### config.mk
export PLATFORM = sky130hd
export DESIGN_NAME = pc_call_stack
export DESIGN_NICKNAME = d
export VERILOG_FILES = /design/src/rtl/pc_call_stack_pkg.sv /design/src/rtl/pc_return_stack.sv /design/src/rtl/pc_call_stack.sv
export SDC_FILE = /design/constraint.sdc
export NUM_CORES = 1
export LEC_CHECK = 0
export ABC_AREA = 1
export BUFFER_PORTS_ARGS = -buffer_cell sky130_fd_sc_hd__buf_2
export CAP_MARGIN = 20
export CORE_MARGIN = 4
export CORE_UTILIZATION = 53
export CTS_CLUSTER_SIZE = 28
export DETAILED_ROUTE_END_ITERATION = 10
export MAX_ROUTING_LAYER = met4
export PLACE_DENSITY = 0.71
export SYNTH_ARGS = -nofsm -noshare
export SYNTH_HDL_FRONTEND = slang
export SYNTH_SLANG_ARGS = --single-unit
export TNS_END_PERCENT = 50
### constraint.sdc
create_clock -name clock -period 3.7 [get_ports clock]
set_input_delay 0.74 -clock clock [delete_from_list [all_inputs] [get_ports clock]]
set_output_delay 0.74 -clock clock [all_outputs]
set_load 0.1 [all_outputs]
### src/rtl/pc_call_stack_pkg.sv
// Shared definitions for the program counter with call/return stack:
// the one-hot-priority action encoding and its decoder.
package pc_call_stack_pkg;

   localparam int PC_WIDTH = 16;

   typedef enum logic [2:0] {
      ACT_HOLD  = 3'd0,
      ACT_INC   = 3'd1,
      ACT_RET   = 3'd2,
      ACT_CALL  = 3'd3,
      ACT_LOAD  = 3'd4,
      ACT_RESET = 3'd5
   } action_t;

   // Exactly one action per edge: reset > load > call > ret > inc > hold.
   function automatic action_t decode_action(input logic reset,
                                             input logic load,
                                             input logic call,
                                             input logic ret,
                                             input logic inc);
      action_t a;
      a = ACT_HOLD;
      if (reset)     a = ACT_RESET;
      else if (load) a = ACT_LOAD;
      else if (call) a = ACT_CALL;
      else if (ret)  a = ACT_RET;
      else if (inc)  a = ACT_INC;
      return a;
   endfunction

endpackage

### src/rtl/pc_return_stack.sv
// WIDTH x DEPTH LIFO of return addresses. dout always shows the top entry;
// synchronous reset clears only the stack pointer.
module pc_return_stack #(
   parameter int WIDTH = 16,
   parameter int DEPTH = 8
) (
   input  logic                       clock,
   input  logic                       reset,
   input  logic                       push,
   input  logic                       pop,
   input  logic [WIDTH-1:0]           din,
   output logic [WIDTH-1:0]           dout,
   output logic [$clog2(DEPTH):0]     sp,
   output logic                       full,
   output logic                       empty
);

   localparam int AW  = $clog2(DEPTH);
   localparam int SPW = AW + 1;

   logic [WIDTH-1:0] mem [DEPTH];
   logic [AW-1:0]    rd_idx;
   logic             push_ok;
   logic             pop_ok;

   assign push_ok = push && !full;
   assign pop_ok  = pop && !empty;

   // DEPTH is a power of two, so the low bits of sp-1 address the top entry
   // even when sp == DEPTH.
   assign rd_idx = sp[AW-1:0] - AW'(1);
   assign dout   = mem[rd_idx];
   assign full   = (sp == SPW'(DEPTH));
   assign empty  = (sp == '0);

   // NOTE: the storage array has no reset; entries above sp are never read,
   // so clearing them would only cost logic.
   always_ff @(posedge clock) begin
      if (!reset && push_ok) mem[sp[AW-1:0]] <= din;
   end

   // NOTE: sequential state uses non-blocking assignments so every register
   // samples the pre-edge values regardless of block ordering.
   always_ff @(posedge clock) begin
      if (reset)        sp <= '0;
      else if (push_ok) sp <= sp + SPW'(1);
      else if (pop_ok)  sp <= sp - SPW'(1);
   end

endmodule

### src/rtl/pc_call_stack.sv
// Program counter with load, increment and call/return through an internal
// return-address stack. Every command takes effect on the next clock edge.
module pc_call_stack
   import pc_call_stack_pkg::*;
#(
   parameter int WIDTH        = PC_WIDTH,
   parameter int DEPTH        = 8,
   parameter int STEP         = 1,
   parameter int RESET_VECTOR = 0
) (
   input  logic                   clock,
   input  logic                   reset,
   input  logic [WIDTH-1:0]       in,
   input  logic                   load,
   input  logic                   call,
   input  logic                   ret,
   input  logic                   inc,
   output logic [WIDTH-1:0]       out,
   output logic [$clog2(DEPTH):0] sp,
   output logic                   full,
   output logic                   empty,
   output logic                   overflow,
   output logic                   underflow
);

   action_t          action;
   logic             push;
   logic             pop;
   logic [WIDTH-1:0] next_seq;
   logic [WIDTH-1:0] ret_addr;

   // NOTE: always_comb outputs get a value on every path, so no latch forms.
   always_comb begin
      action = decode_action(reset, load, call, ret, inc);
   end

   assign next_seq = out + WIDTH'(STEP);
   assign push     = (action == ACT_CALL) && !full;
   assign pop      = (action == ACT_RET) && !empty;

   pc_return_stack #(
      .WIDTH (WIDTH),
      .DEPTH (DEPTH)
   ) u_stack (
      .clock (clock),
      .reset (reset),
      .push  (push),
      .pop   (pop),
      .din   (next_seq),
      .dout  (ret_addr),
      .sp    (sp),
      .full  (full),
      .empty (empty)
   );

   always_ff @(posedge clock) begin
      if (reset) begin
         out       <= WIDTH'(RESET_VECTOR);
         overflow  <= 1'b0;
         underflow <= 1'b0;
      end else begin
         case (action)
            ACT_LOAD: out <= in;
            ACT_CALL: begin
               if (full) overflow <= 1'b1;
               else      out      <= in;
            end
            ACT_RET: begin
               if (empty) underflow <= 1'b1;
               else       out       <= ret_addr;
            end
            ACT_INC: out <= next_seq;
            default: ;
         endcase
      end
   end

endmodule

==> qor.txt <==
Data arrival, critical path - 2000 ps
Initial core utilization - 0.551
Die area - 15300 um2
Peak fanout along the critical path - 6
Pwr Total - 4.54 mW
Slew Limit Fails - 0
Nets - 837
Async set-or-reset flop fraction in the synthesized netlist - 0
Final WL - 16600 um
Clock tree buffer depth - 2
Clock Sinks - 150
ANT nets after route - 0
Gpl congestion - 0.885
Multi-input logic area - 2360 um2
CTS root buf - clkbuf_16
Outcome - finished clean
Avg WL per Cell - 16.7 um
CP max-delay cell - buf_2
H-tree depth - 4
Io pins - 46
Fin util - 0.624
Ant diodes - 0
Final setup viols - 0
Cell area after layout - 8030 um2
Hold-fix buffers, CTS - 0
Slew margin rel. - 0.327
IO Port Bufs - 45
FMAX - 0.365 GHz
Reg clk slew, reported paths - 60 ps
Ys flop type - edfxtp_1
Mapped Nets - 789
Synth Warn # - 0
# Post-CTS Setup Buffers - 0
Critical path required time - 2960 ps
Post-synthesis instance total - 762
Share of cells above drive strength 1 - 0.157
Max-cap violations - 0
Placement Cell Area - 7480 um2
Post-Layout Cell Count - 995
Row cnt - 41
DRT iter0 DRCs - 542
Synth cell types - 34
Post-synth top area share - 0.542
Post-synthesis register bit count - 150
Final WS setup - 962 ps
Worst-Skew Late Latency - 420 ps
Dpl cells - 963
Area delta synth->final - 13.3%
EDFF count, synth - 128
Number of global-route vias before repair - 5279
Die height - 124 um
Post-synthesis sequential area ratio - 0.604
Mapped Area - 7090 um2
Slew @ Worst Pin - 1000 ps
Area of the core - 12900 um2
P per Cell Area - 565 nW/um2
CTS tree - yes
# DRC - 0
Hold Crit Class - register to register
Setup crit end kind - output pin
DP HPWL - 11200 um
Hold Fails Final Rpt - 0
Largest stage delay, worst path - 440 ps
Largest net degree at the start of global routing - 82
Die Wd - 124 um
Worst setup path class - register to output pin
Peak VDD IR - 0.330 mV
Tcrit/Tclk final - 0.740
Via count - 5299
Total gr overflow - 0
Unrepaired setup endpoints after global routing - no
# fillers - 1061
Hold WS - 459 ps
Clock buffers created by TritonCTS - 17
Drt first pass iters - 5
Total track usage - 0.245
Worst clock skew - 8.20 ps
Crit-path cells - inv_1, ha_1, nand2_1, nor2_4, buf_2
Final min period - 2740 ps
Synth area leaders - edfxtp_1, nand2_1, nor2_1
Synth Area per Inst - 9.31 um2
TNS Setup - 0 ps
CTS resizes - 0
Startpoint Class - register
Dpl ws - 1030 ps
Largest area contributor in the synthesized netlist - edfxtp_1
Global-route wire length before repair - 27100 um
Antenna violations before repair - 0
LEAKAGE - 3.37 nW
Register Area - 4290 um2
Mean number of vias per cell - 5.33
-- where the power goes --
part	leakage [nW]	switching (mW)	internal, mW
Clock	0.266	0.637	0.976
Sequential	1.34	0.0523	1.94
Combinational	1.76	0.732	0.204
Total	3.37	1.42	3.12
-- worst paths after layout --
check	from	end	slack (ps)	depth (start not counted)
min	overflow	overflow	460	2
max	u_stack.sp[1]	full	960	5
min reg2reg	overflow	overflow	460	2
max reg2reg	u_stack.sp[1]	out[4]	1120	9
-- cells by family after synthesis --
| group | after synthesis | synth area share |
|---|---|---|
| compound gates | 66 | 0.0549 |
| xor+xnor | 7 | 0.0108 |
| fa+ha+maj | 5 | 0.00988 |
| buf+inv | 109 | 0.0642 |
| flops | 150 | 0.604 |
| simple gates | 425 | 0.256 |
-- state kept, by name (all words and copies together) (netlist names) --
| signal | flops |
|---|---|
| u_stack.sp | 4 |
| underflow | 1 |
| out | 16 |
| overflow | 1 |
| u_stack.mem | 128 |
-- area by class of cell --
| cell class | count | share of cell area |
|---|---|---|
| clock buffer | 20 | 0.0544 |
| timing repair buffer | 58 | 0.0402 |
| clock inverter | 12 | 0.0139 |
| multi-input combinational | 503 | 0.294 |
| tap | 172 | 0.0268 |
| inverter | 80 | 0.0374 |
| sequential | 150 | 0.534 |
-- layout by cell type, fill, tap and decap left out, types with 2 or more instances in the layout --
cell        instances
buf_4              13
ha_1                4
xor2_1              5
edfxtp_1          128
o21ai_0            28
clkinvlp_4          2
nor2_1            125
a21boi_2            4
and2_1              7
inv_2               9
nand3_2             2
nand2_1           185
o21ai_2             3
dfxtp_1            21
nand2_2             2
clkbuf_16          17
nand4_1             4
bufinv_16           2
nor2_2              2
nand3_1            79
buf_2              45
or2_2              14
nor2_4              3
clkinv_1            3
clkinv_2            5
inv_1              71
clkbuf_1            3
o21a_1              4
o21ai_1            12
a21oi_1            12
-- synthesized netlist by cell type, types with 2 or more instances --
master and instances:
xor2_1 5, a21oi_1 12, o21ai_1 12, a21boi_2 4
o21ai_2 3, nand2_2 2, nor2_1 126, o21ai_0 28
clkbuf_1 11, inv_1 71, or2_2 14, nand4_1 4
nor2_4 2, ha_1 4, nand2_1 185, o21a_1 4
nor2_2 2, edfxtp_1 128, buf_2 13, buf_4 2
buf_6 3, and2_1 7, inv_2 9, nand3_2 2
dfxtp_1 22, nand3_1 79
-- critical path: cells and delay by family (launching register included) --
family | cells | cell delay [ps]
buffers and inverters | 2 | 580
and+or+nand+nor | 2 | 260
DFF | 1 | 370
adders and majority gates | 1 | 360
-- routing by layer --
| metal | routed length [um] | global-route usage |
|---|---|---|
| met1 | 7310 | 0.326 |
| met2 | 7630 | 0.371 |
| met3 | 1290 | 0.0604 |
| met4 | 386 | 0.0837 |
| met5 | 0 | - |
Power figures use the tool's default switching activity.
